File: config.mk
export PLATFORM = sky130hd
export DESIGN_NAME = bcd_to_bin
export DESIGN_NICKNAME = d
export VERILOG_FILES = /design/src/rtl/bcd_to_bin.sv
export SDC_FILE = /design/constraint.sdc
export NUM_CORES = 1
export LEC_CHECK = 0
export ABC_AREA = 0
export CAP_MARGIN = 25
export CORE_ASPECT_RATIO = 1.4
export CORE_MARGIN = 2
export CORE_UTILIZATION = 50
export DETAILED_ROUTE_END_ITERATION = 8
export GPL_ROUTABILITY_DRIVEN = 0
export PLACE_DENSITY = 0.85
export SYNTH_ARGS = -nofsm -noshare
export SYNTH_HDL_FRONTEND = slang
export SYNTH_SLANG_ARGS = --single-unit
File: constraint.sdc
create_clock -name i_clk -period 3 [get_ports i_clk]
set_input_delay 0.6 -clock i_clk [delete_from_list [all_inputs] [get_ports i_clk]]
set_output_delay 0.6 -clock i_clk [all_outputs]
set_load 0.005 [all_outputs]
File: src/rtl/bcd_to_bin.sv
// Sequential packed-BCD to binary converter, most-significant digit first, one digit per clock.
// Result and o_valid land DIGITS cycles after the accepting edge; starts are ignored while o_busy is high.
module bcd_to_bin #(
  parameter int DIGITS = 4,
  parameter int BIN_W  = 14,
  parameter int CNT_W  = 3
) (
  input  logic                  i_clk,
  input  logic                  i_rst,
  input  logic                  i_start,
  input  logic [4*DIGITS-1:0]   i_BCD,
  output logic [BIN_W-1:0]      o_bin,
  output logic                  o_valid,
  output logic                  o_busy,
  output logic                  o_err
);

  typedef enum logic [1:0] {IDLE, CONV, DONE} state_t;

  state_t               state;
  logic [4*DIGITS-1:0]  shift_reg;
  logic [BIN_W-1:0]     acc;
  logic [CNT_W-1:0]     cnt;
  logic                 err;

  logic [3:0]           digit;
  logic                 digit_bad;
  logic                 err_next;
  logic [BIN_W-1:0]     acc_next;
  logic                 last_digit;

  always_comb begin
    digit      = shift_reg[4*DIGITS-1 -: 4];
    digit_bad  = (digit > 4'd9);
    err_next   = err | digit_bad;
    // Illegal digits still enter the accumulator; the result is discarded on error.
    acc_next   = acc * BIN_W'(10) + BIN_W'(digit);
    last_digit = (cnt == CNT_W'(DIGITS - 1));
  end

  always_ff @(posedge i_clk) begin
    if (i_rst) begin
      state     <= IDLE;
      shift_reg <= '0;
      acc       <= '0;
      cnt       <= '0;
      err       <= 1'b0;
      o_bin     <= '0;
      o_valid   <= 1'b0;
      o_busy    <= 1'b0;
      o_err     <= 1'b0;
    end else begin
      case (state)
        IDLE: begin
          o_valid <= 1'b0;
          if (i_start) begin
            shift_reg <= i_BCD;
            acc       <= '0;
            cnt       <= '0;
            err       <= 1'b0;
            o_busy    <= 1'b1;
            state     <= CONV;
          end
        end
        CONV: begin
          acc       <= acc_next;
          shift_reg <= shift_reg << 4;
          cnt       <= cnt + CNT_W'(1);
          err       <= err_next;
          if (last_digit) begin
            o_bin   <= err_next ? '0 : acc_next;
            o_err   <= err_next;
            o_valid <= 1'b1;
            state   <= DONE;
          end
        end
        DONE: begin
          o_valid <= 1'b0;
          o_busy  <= 1'b0;
          state   <= IDLE;
        end
        default: begin
          o_valid <= 1'b0;
          o_busy  <= 1'b0;
          state   <= IDLE;
        end
      endcase
    end
  end

endmodule

# Word level (Yosys, flattened, before mapping)
# Cells that the tools add are included.
totals:
  register_bits: 53
  latchBits: 0
  mem_bits_rw: 0
  rom_bits: 0
  in_bits: 19
  output_inout_bits: 17
  wordCells: 40
  memories: 0
classes:
  addsub: 2
  mul: 1
  div: 0
  magnitude_cmp: 1
  eq_ne: 4
  shift: 0
  muxes: 14
  n_bitwise: 2
  reduce_logical: 7
op_table:
  columns: ["op", "n"]
  rows:
  - ["one-hot mux 16 bit (2 select lines)", 1]
  - ["two-way mux 14 bit", 2]
  - ["one-hot mux 14 bit (2 select lines)", 1]
  - ["two-way mux 16 bit", 1]
  - ["adder 14 x 4 -> 14 bit", 1]
  - ["multiplier 14 x 3 -> 13 bit (second input constant)", 1]
  - ["AND reduction 2 bit", 4]
  - ["one-hot mux 3 bit (2 select lines)", 1]
  - ["> comparator 4 bit (second input constant)", 1]
  - ["two-way mux 2 bit", 2]
  - ["inequality test 2 bit (second input constant)", 2]
  - ["one-hot mux 1 bit (2 select lines)", 2]
  - ["one-hot mux 2 bit (2 select lines)", 1]
  - ["adder 3 x 1 -> 3 bit (second input constant)", 1]
  - ["equality test 3 x 2 -> 1 bit (second input constant)", 1]
  - ["two-way mux 3 bit", 1]
  - ["equality test 2 x 1 -> 1 bit (second input constant)", 1]
  - ["zero test 2 bit", 1]
  - ["two-way mux 1 bit", 2]
  - ["nonzero test 2 bit", 1]
  - ["OR reduction 2 bit", 1]
  - ["NOT 1 bit", 1]
  - ["OR 1 bit", 1]

# Depth between registers and ports, before layout
# Gate-level depths: netlist of the first run.
depth:
  word_depth: 3
  depth_mapped: 9
  depth_no_buf: 9

# Worst setup path before layout of the first run
# OpenSTA, ideal clock, no wires.
synth_timing:
  path_kind: "reg2reg"
  start: "register acc[1]"
  end: "register o_bin[13]"
  setup_time_ns: 0.063
  arrival_time_ns: 2.789
  required_time_ns: 2.937
  setup_slack_ns: 0.148
  stages_incl_launch_ff: 10
  n_path_buf: 0
  period_less_slack_ns: 2.852
  cell_sequence: "dfxtp_1 -> ha_1 -> ha_1 -> fa_1 -> a211oi_1 -> o22ai_1 -> nor4_4 -> nand4_1 -> or4_1 -> nand3_1"
synth_between:
  elab_chain_cells: 3
synth_rtl:
  columns: ["item", "line_no", "text"]
  rows:
  - ["from (decl)", "22", "logic [BIN_W-1:0] acc;"]
  - ["from (signal assigned)", "66", "acc <= acc_next;"]
  - ["multiplier 14 x 3 -> 13 bit", "37", "acc_next = acc * BIN_W'(10) + BIN_W'(digit);"]
  - ["adder 14 x 4 -> 14 bit", "37", null]
  - ["two-way mux 14 bit", "71", "o_bin <= err_next ? '0 : acc_next;"]
  - ["to (signal assigned)", "71", null]
  - ["to (decl)", "12", "output logic [BIN_W-1:0] o_bin,"]
# No other way between the ends.
# A chain may end at the register's enable or synchronous reset.

# Worst setup path after layout of the first run
# Ends and elaborated chain as after synthesis.

==> results of run 1 <==
metal layers:
metal / track usage, % / up-vias / part of all wire [%]
met3: 3.31 / 14 / 4.7
li1: - / 1248 / -
met1: 27.3 / 1196 / 39
met5: 0 / - / 0
met4: 9.18 / 0 / 2.2
met2: 40.9 / 63 / 54
kinds of logic (layout without fill, tap and decap cells):
kind of cell | count (synthesis) | after routing | synth area share, %
simple gates | 129 | 129 | 21.4
buf+inv | 26 | 60 | 3.57
flops | 52 | 52 | 37.6
xor+xnor | 16 | 16 | 5.06
compound gates | 80 | 80 | 20.1
fa+ha+maj | 26 | 26 | 12.3
power by group through the flow:
stage	logic (uW)	registers, uW	clock network (uW)
6_report	178	736	475
3_5_place_dp	175	752	0
5_1_grt	199	741	507
2_1_floorplan	119	746	0
3_3_place_gp	171	751	0
4_1_cts	176	736	481
cells in the final DEF (no fill, tap or decap), types with 2 or more instances in the layout:
cell type / count
nor2_1: 38
o31ai_1: 2
nand3_1: 24
buf_4: 10
a21oi_1: 26
nand2b_1: 3
inv_1: 7
o211a_1: 2
a311oi_1: 12
dfxtp_1: 51
o21ba_1: 2
clkbuf_8: 5
a21o_1: 3
o21ai_0: 7
a31oi_1: 2
nand4_1: 4
nand2_1: 44
a22oi_1: 10
clkdlybuf4s50_1: 35
xnor2_1: 9
xor2_1: 6
nor3_1: 6
o221ai_1: 3
ha_1: 24
worst min-delay path by stage:
stage,cells after the start,to,startpoint,slack (ns)
2_1_floorplan,2,acc[0],shift_reg[12],0.44
3_3_place_gp,2,shift_reg[1],shift_reg[1],0.46
3_5_place_dp,2,acc[0],shift_reg[12],0.46
4_1_cts,2,shift_reg[1],shift_reg[1],0.47
5_1_grt,2,shift_reg[0],shift_reg[0],0.50
6_report,2,shift_reg[1],shift_reg[1],0.47
stage by stage:
stage / setup TNS (ns) / total power [uW] / worst slack (ns)
2_1_floorplan: 0 / 865 / 0.148
3_3_place_gp: 0 / 922 / 0.161
3_5_place_dp: 0 / 928 / 0.120
4_1_cts: 0 / 1390 / 0.00449
5_1_grt: -0.00796 / 1450 / -0.00796
6_report: 0 / 1390 / 0.147
area by class of cell:
class | instances | area (um^2)
fill | 479 | 2100
multi-input combinational | 251 | 1660
sequential | 52 | 1040
timing repair buffer | 45 | 425
tap | 68 | 85.1
clock buffer | 6 | 72.6
clock inverter | 2 | 35.0
inverter | 7 | 26.3
tightest hold or removal path, stage by stage, from the launching register on:
cell and delay (ns):
dfxtp_1 0.32, nand3_1 0.06, a21oi_1 0.06
timing repair:
action / 4_1_cts / 5_1_grt
gates resized for setup: 0 / 5
setup endpoints to repair: 0 / 7
setup buffers: 0 / 1
==> impl_metrics.tcl, run 1 <==
set metrics [dict create \
    clkPwrFrac_pct 34.2 \
    via_per_inst 5.85 \
    fin_cells 431 \
    layout-drive-gt1-share_pct 7.44 \
    ys.flop_type "dfxtp_1" \
    clk_path_buf_depth 2 \
    synth.most_common_cell "dfxtp_1" \
    max_freq_ghz 0.350 \
    synth_area_um2 2770 \
    die_width_um 66.9 \
    skew_ns 0.00663 \
    syn_avg_cell_area_um2 8.42 \
    crit_path_end_kind "flip-flop" \
    synth_area_leader_cell "dfxtp_1" \
    hold_path_class "reg -> reg" \
    dieArea_um2 6160 \
    hold_viol 0 \
    synth_edf_count 0 \
    htreeDepth 2 \
    ff2ff_path_depth 9 \
    critPathLaunch "acc[1]" \
    peakVddDrop_v 0.000418 \
    synth_area_leaders "dfxtp_1, ha_1, nand2_1" \
    antenna_found_initial 0 \
    dp_hpwl_um 4510 \
    grt_max_degree 50 \
    drc 0 \
    ys_seq_area_share_pct 37.6 \
    p_comb_share_pct 12.8 \
    power_density_nw_per_um2 416 \
    areaGrowthSynthToFinish_pct 20.7 \
    cts_buffers 5 \
    path_buf_inv 0 \
    antenna_left 0 \
    placed_area_um2 3210 \
    cts_hold_buf 0 \
    start_kind "flip-flop" \
    status "finished, final reports clean" \
    antenna_cells 0 \
    crit_path_top_delay_cell "or4_1" \
    worstSkewPairLatency_ns 0.31 \
    fin_nets 407 \
    crit_arrival_ns 3.11 \
    r2r-start "acc[1]" \
    cap_viol_max_count 0 \
    start_util_pct 50.9 \
    synth_seq_cells 52 \
    holdWs_ns 0.472 \
    cp_num_cells 9 \
    max_stage_delay_ns 0.56 \
    die_h_um 92.1 \
    drtIter0Drc 95 \
    reg2reg_slack_ns 0.15 \
    power.share.sequential_pct 53.0 \
    crit_required_ns 3.25 \
    clkSinkCount 52 \
    dpl.cell_count 422 \
    p_leak_uw 0.00134 \
    netSwitchingPower_uw 351 \
    path_clk_slew_ns 0.09 \
    num_io_pins 36 \
    port_buffers 35 \
    routed_wirelength_um 6400 \
    fin_crit_sh_pct 95.1 \
    synth.distinct_cells 45 \
    syn_nets 374 \
    p_int_uw 1040 \
    yosysWarnings 0 \
    crit_chain "ha_1 > ha_1 > fa_2 > a21oi_1 > o221ai_1 > a21oi_1 > xor2_1 > or4_1 > nand3_1" \
    fin_util_pct 61.4 \
    worst_pin_slew_ns 0.509 \
    finalInstanceArea_um2 3340 \
    core_um2 5450 \
    avgRoutedWirePerCell_um 14.9 \
    drv_slew 0 \
    num_rows 32 \
    synthCells 329 \
    ys_async_sr_fraction_pct 0 \
    grt_pass1_wl_um 11100 \
    switching_share_pct 25.2 \
    first_global_vias 2427 \
    num_vias 2521 \
    critPathKind "reg -> reg" \
    yosys-top-cells-count "dfxtp_1, nand2_1, nor2_1" \
    grt.overflow.total 0 \
    max-slew-margin-rel_pct 66.1 \
    path_max_fanout 4 \
    cp_top_family "adder cells" \
    critPathCapture "o_bin[13]" \
    period_minus_slack_ns 2.85 \
    setup_violations 0 \
    yosysTopAreaCellShare_pct 37.6 \
    largest_register_ffs 16 \
    grt_use_total_pct 23.1 \
    tritoncts "yes" \
    firstDrtPassIters 4 \
    root_buffer "clkbuf_8" \
    reg2reg_to "o_bin[13]" \
]
No activity file was read; power rests on OpenSTA's default activity.
==> run 2: changes to the inputs <==
Settings changed: ABC_AREA 0 to default.
==> results of run 2 <==
Final layout, timing and power as in run 1 (identical DEF).
